--- config.mk ---
export PLATFORM = sky130hd
export DESIGN_NAME = imm_gen_pipe
export DESIGN_NICKNAME = d
export VERILOG_FILES = /design/src/rtl/imm_pkg.sv /design/src/rtl/imm_decode.sv /design/src/rtl/imm_gen_pipe.sv
export SDC_FILE = /design/constraint.sdc
export NUM_CORES = 1
export LEC_CHECK = 0
export CORE_MARGIN = 2
export CORE_UTILIZATION = 45
export DETAILED_ROUTE_END_ITERATION = 10
export GPL_TIMING_DRIVEN = 0
export PLACE_DENSITY = 0.84
export SYNTH_ARGS = -nofsm -noshare
export SYNTH_HDL_FRONTEND = slang
export SYNTH_SLANG_ARGS = --single-unit
--- constraint.sdc ---
create_clock -name clk -period 3.4 [get_ports clk]
set_input_delay 0.85 -clock clk [delete_from_list [all_inputs] [get_ports clk]]
set_output_delay 0.85 -clock clk [all_outputs]
set_load 0.005 [all_outputs]
--- src/rtl/imm_pkg.sv ---
//------------------------------------------------------------------------------
// imm_pkg : immediate-format select codes and skid-buffer occupancy states
// Revision: 1.0
//------------------------------------------------------------------------------
`timescale 1ns/1ps
`default_nettype none

package imm_pkg;

  localparam logic [2:0] IMM_I     = 3'b000;
  localparam logic [2:0] IMM_S     = 3'b001;
  localparam logic [2:0] IMM_B     = 3'b010;
  localparam logic [2:0] IMM_J     = 3'b011;
  localparam logic [2:0] IMM_U     = 3'b100;
  localparam logic [2:0] IMM_SHAMT = 3'b101;
  localparam logic [2:0] IMM_ZIMM  = 3'b110;
  localparam logic [2:0] IMM_RSVD  = 3'b111;

  typedef enum logic [1:0] {
    OCC_EMPTY = 2'd0,
    OCC_ONE   = 2'd1,
    OCC_TWO   = 2'd2
  } occ_state_e;

endpackage

`default_nettype wire

--- src/rtl/imm_decode.sv ---
//------------------------------------------------------------------------------
// imm_decode : combinational RISC-V immediate extraction for all formats
// Revision: 1.0
//------------------------------------------------------------------------------
`timescale 1ns/1ps
`default_nettype none

module imm_decode
  import imm_pkg::*;
#(
  parameter int XLEN = 32
) (
  input  logic [31:0]     instr,
  input  logic [2:0]      imm_src,
  output logic [XLEN-1:0] imm,
  output logic            err
);

  localparam int SHAMT_W = (XLEN == 64) ? 6 : 5;

  // Signed formats are first assembled at 32 bits, then widened by sign.
  logic [31:0]     w_sext32;
  logic [XLEN-1:0] w_zval;
  logic            w_zext;

  always_comb begin
    w_sext32 = '0;
    w_zval   = '0;
    w_zext   = 1'b0;
    err      = 1'b0;
    case (imm_src)
      IMM_I:     w_sext32 = {{20{instr[31]}}, instr[31:20]};
      IMM_S:     w_sext32 = {{20{instr[31]}}, instr[31:25], instr[11:7]};
      IMM_B:     w_sext32 = {{19{instr[31]}}, instr[31], instr[7],
                             instr[30:25], instr[11:8], 1'b0};
      IMM_J:     w_sext32 = {{11{instr[31]}}, instr[31], instr[19:12],
                             instr[20], instr[30:21], 1'b0};
      IMM_U:     w_sext32 = {instr[31:12], 12'b0};
      IMM_SHAMT: begin
        w_zext = 1'b1;
        w_zval = XLEN'(instr[20 +: SHAMT_W]);
      end
      IMM_ZIMM: begin
        w_zext = 1'b1;
        w_zval = XLEN'(instr[19:15]);
      end
      default: begin
        w_zext = 1'b1;
        err    = 1'b1;
      end
    endcase
    imm = w_zext ? w_zval : XLEN'($signed(w_sext32));
  end

endmodule

`default_nettype wire

--- src/rtl/imm_gen_pipe.sv ---
//------------------------------------------------------------------------------
// imm_gen_pipe : registered immediate generator behind a 2-entry skid buffer
// Revision: 1.0
//------------------------------------------------------------------------------
`timescale 1ns/1ps
`default_nettype none

module imm_gen_pipe
  import imm_pkg::*;
#(
  parameter int XLEN = 32
) (
  input  logic            clk,
  input  logic            reset,
  input  logic            in_valid,
  output logic            in_ready,
  input  logic [31:0]     instr,
  input  logic [2:0]      imm_src,
  output logic            out_valid,
  input  logic            out_ready,
  output logic [XLEN-1:0] imm_ext,
  output logic            imm_fmt_err
);

  occ_state_e      r_state;
  occ_state_e      w_state_nxt;
  logic [XLEN-1:0] r_out_imm;
  logic [XLEN-1:0] r_skid_imm;
  logic            r_out_err;
  logic            r_skid_err;
  logic [XLEN-1:0] w_dec_imm;
  logic            w_dec_err;
  logic            w_accept;
  logic            w_consume;
  logic            w_load_out_dec;
  logic            w_load_out_skid;
  logic            w_load_skid;

  imm_decode #(.XLEN(XLEN)) u_decode (
    .instr   (instr),
    .imm_src (imm_src),
    .imm     (w_dec_imm),
    .err     (w_dec_err)
  );

  // in_ready depends on state only, keeping out_ready off any input path.
  assign in_ready    = (r_state != OCC_TWO) && !reset;
  assign out_valid   = (r_state != OCC_EMPTY);
  assign w_accept    = in_valid && in_ready;
  assign w_consume   = out_valid && out_ready;
  assign imm_ext     = r_out_imm;
  assign imm_fmt_err = r_out_err;

  always_comb begin
    w_state_nxt     = r_state;
    w_load_out_dec  = 1'b0;
    w_load_out_skid = 1'b0;
    w_load_skid     = 1'b0;
    case (r_state)
      OCC_EMPTY: begin
        if (w_accept) begin
          w_state_nxt    = OCC_ONE;
          w_load_out_dec = 1'b1;
        end
      end
      OCC_ONE: begin
        if (w_accept && w_consume) begin
          w_load_out_dec = 1'b1;
        end else if (w_accept) begin
          w_state_nxt = OCC_TWO;
          w_load_skid = 1'b1;
        end else if (w_consume) begin
          w_state_nxt = OCC_EMPTY;
        end
      end
      OCC_TWO: begin
        if (w_consume) begin
          w_state_nxt     = OCC_ONE;
          w_load_out_skid = 1'b1;
        end
      end
      default: w_state_nxt = OCC_EMPTY;
    endcase
  end

  always_ff @(posedge clk or posedge reset) begin
    if (reset) begin
      r_state <= OCC_EMPTY;
    end else begin
      r_state <= w_state_nxt;
    end
  end

  always_ff @(posedge clk or posedge reset) begin
    if (reset) begin
      r_out_imm  <= '0;
      r_out_err  <= 1'b0;
      r_skid_imm <= '0;
      r_skid_err <= 1'b0;
    end else begin
      if (w_load_out_dec) begin
        r_out_imm <= w_dec_imm;
        r_out_err <= w_dec_err;
      end else if (w_load_out_skid) begin
        r_out_imm <= r_skid_imm;
        r_out_err <= r_skid_err;
      end
      if (w_load_skid) begin
        r_skid_imm <= w_dec_imm;
        r_skid_err <= w_dec_err;
      end
    end
  end

endmodule

`default_nettype wire
==> results.cfg <==
[outcome]
status = finished, final reports clean

[clocking]
clkTransAtPathRegs_ns = 0.07
clock_latency_ns = 0.35
htreeDepth = 3
cts_max_path_buffers = 2
ctsRootBufferMaster = clkbuf_8
cts.sinks = 68
cts_resized = 0
cts_buffers = 9
cts_tree = yes

[worst_setup_path]
start_kind = primary input
crit_arrival_ns = 2.21
r2r_cells = 5
critPathMaxFanout = 4
reg2reg_to = imm_ext[27]$_DFFE_PP0P_
startpoint = reset
end_kind = primary output
cp.required_ns = 2.55
endpoint = in_ready
reg2reg_slack_ns = 1.56
critPathKind = in -> out
timing.rr.start = r_state[0]$_DFFE_PP0P_

[placed_design]
gp_congestion = 0.862
dp_cells = 515
hpwlAfterDp_um = 6490
portBuffers = 64

[detailed_routing]
drc = 0
avgRoutedWirePerCell_um = 17.1
drt_iter0_markers = 307
drtPass1Iterations = 6
via_count = 3091
routed_wl_um = 9110
via_per_inst = 5.80
postRouteAntennaNets = 0

[power]
seqPwrFrac_pct = 46.0
ir_drop_uv = 198
p_sw_share_pct = 28.9
p_per_area_nw_per_um2 = 580
finalPower_mw = 2.49
p_leak_nw = 1.90
switchingPower_uw = 719
p_clk_share_pct = 27.8
p_int_mw = 1.77
pwr-share-comb_pct = 26.2

[cells_and_area]
n_antenna_cell = 0
synthToLayoutAreaGrowth_pct = 30.5
fin_nets = 468
utilization_pct = 59.9
drive_gt1_share_pct = 10.6
layout.cells.non_filler = 533
fillers = 589

[logic_synthesis]
synth_nets = 390
seq_area_frac_synth_pct = 51.7
synth_top_family_by_area = compound AO/OA/AOI/OAI gates
ys_ff_latch = 68
synthMuxAreaShare_pct = 4.75
synth-adder-area-share_pct = 0
synth_simple_gate_area_share_pct = 18.3
synth-compound-area-share_pct = 20.4
synth_area_um2 = 3290
synth_cell_types = 37
synth_xor_area_share_pct = 0.494
avgSynthCellArea_um2 = 9.38
synthCells = 351
ys.warnings.count = 0

[timing]
slew_headroom_pct = 57.1
worstMarginPinSlew_ns = 0.641
finClkSkew_ns = 0.00620
holdWs_ns = 0.487
fmax_mhz = 327
post-route-min-period_ns = 3.06
post-route-period-util_pct = 90.0
slew_viol_final = 0
setup_viol = 0
rsz0062_at_grt = false
final_hold_viol_count = 0

[floorplan]
ioPinCount = 74
initial_core_util_pct = 45.9
dieHeight_um = 89.5
die-area_um2 = 8020
design.core.area_um2 = 7180
die_x_um = 89.5
rows = 31

[worst_hold_path]
min_path_type = reg -> reg

[global_routing]
first_global_vias = 3049
grt_max_degree = 42
grt_first_pass_wirelength_um = 14900
grt_util_all_layers_pct = 24.8
grt_remaining_overflow = 0
antenna_found_initial = 0

[flow_run]
max_cap_viol_count = 0
-- placed cells by master, fill, tap and decap left out, types with 2 or more instances in the layout --
cell,instances
nand2b_1,4
mux2_2,4
clkbuf_8,11
nand2_1,73
and2_1,2
clkinv_2,2
mux2i_1,10
dfrtp_1,68
o21a_1,2
buf_2,14
buf_1,2
o21ai_0,32
nor2b_1,5
nor2_1,14
o22a_1,8
clkinvlp_4,2
a21oi_1,44
clkdlybuf4s50_1,64
and3_1,17
a221o_1,15
clkbuf_1,14
a22oi_1,4
nand3_1,2
-- metal layers --
metal / track usage [%] / part of all wire [%] / vias up
li1: - / - / 1391
met1: 32.3 / 41 / 1510
met2: 39.5 / 49 / 169
met3: 5.45 / 7.4 / 21
met4: 11.3 / 2.7 / 0
met5: 0 / 0 / -
-- flip-flops by register name (all words and copies together), names as in the netlist --
register	count
imm_ext	32
r_skid_imm	32
r_state	2
imm_fmt_err	1
r_skid_err	1
-- metrics by stage --
step                setup slack [ns]  area, um^2  setup TNS (ns)
floorplan                      0.368        3300               0
global placement               -1.03        4060           -1.03
detailed placement            -0.251        4080          -0.251
CTS                            0.327        4300               0
global route                   0.276        4300               0
finish                         0.342        4300               0
-- worst min path at each step --
stage                                           from                    endpoint  slack [ns]  cells after the start
final                     r_skid_imm[24]$_DFFE_PP0P_  r_skid_imm[24]$_DFFE_PP0P_        0.49                      2
after global routing       r_skid_imm[7]$_DFFE_PP0P_   r_skid_imm[7]$_DFFE_PP0P_        0.52                      2
after CTS                  r_skid_imm[7]$_DFFE_PP0P_   r_skid_imm[7]$_DFFE_PP0P_        0.49                      2
after detailed placement  r_skid_imm[24]$_DFFE_PP0P_  r_skid_imm[24]$_DFFE_PP0P_        0.47                      2
after global placement    r_skid_imm[11]$_DFFE_PP0P_  r_skid_imm[11]$_DFFE_PP0P_        0.46                      2
after floorplan           r_skid_imm[11]$_DFFE_PP0P_  r_skid_imm[11]$_DFFE_PP0P_        0.45                      2
-- timing repair --
action,in CTS,in global routing
hold buffers,0,0
setup endpoints to repair,1,0
endpoints found under the hold margin,0,0
setup buffers,1,0
-- power by group through the flow --
stage / sequential (mW) / clock, mW / combinational [mW]
after floorplan: 1.14 / 0 / 0.323
after global placement: 1.15 / 0 / 0.622
after detailed placement: 1.16 / 0 / 0.650
after CTS: 1.14 / 0.691 / 0.657
after global routing: 1.17 / 0.732 / 0.731
final: 1.15 / 0.692 / 0.653
-- worst max-delay path, cell delays in order --
cell and delay [ns]:
clkdlybuf4s50_1 0.63, clkinvlp_4 0.15, and2_1 0.14, clkdlybuf4s50_1 0.44
-- layout make-up --
cell class	instances	area, um^2	share of cell area [%]
tap	99	124	2.88
buffer	30	138	3.20
clock buffer	12	155	3.61
inverter	2	11.3	0.262
timing repair buffer	66	668	15.6
sequential	68	1700	39.6
clock inverter	4	47.5	1.11
timing repair inverter	1	5.00	0.117
multi-input combinational	251	1450	33.6
-- logic make-up after synthesis --
kind of cell,count (synthesis)
and+or+nand+nor,127
buffers and inverters,32
xor gates and xnor gates,1
AOI/OAI and AO/OA,108
DFF,68
muxes,15
-- cells in the mapped netlist --
cell	instances	area [um^2]
nand2_1	73	274
dfrtp_1	68	1700
a21oi_1	44	220
o21ai_0	32	160
and3_1	17	106
a221o_1	15	150
buf_2	14	70.1
nor2_1	14	52.6
clkbuf_1	13	48.8
mux2i_1	10	100
o22a_1	8	70.1
nor2b_1	5	31.3
a22oi_1	4	30.0
mux2_2	4	45.0
nand2b_1	4	25.0
and2_1	2	12.5
buf_1	2	7.51
nand3_1	2	10.0
o21a_1	2	15.0
a311o_1	1	10.0
and3b_1	1	8.76
buf_6	1	11.3
inv_1	1	3.75
inv_2	1	3.75
mux2_1	1	11.3
nand2_2	1	6.26
nand3b_1	1	7.51
nor2_2	1	6.26
nor2b_4	1	13.8
nor3_1	1	5.00
nor3_4	1	16.3
nor3b_1	1	7.51
nor3b_2	1	12.5
o22ai_1	1	6.26
o2bb2ai_1	1	8.76
or2_2	1	6.26
xor2_2	1	16.3
Note: power is estimated with default switching activity, not from simulation.
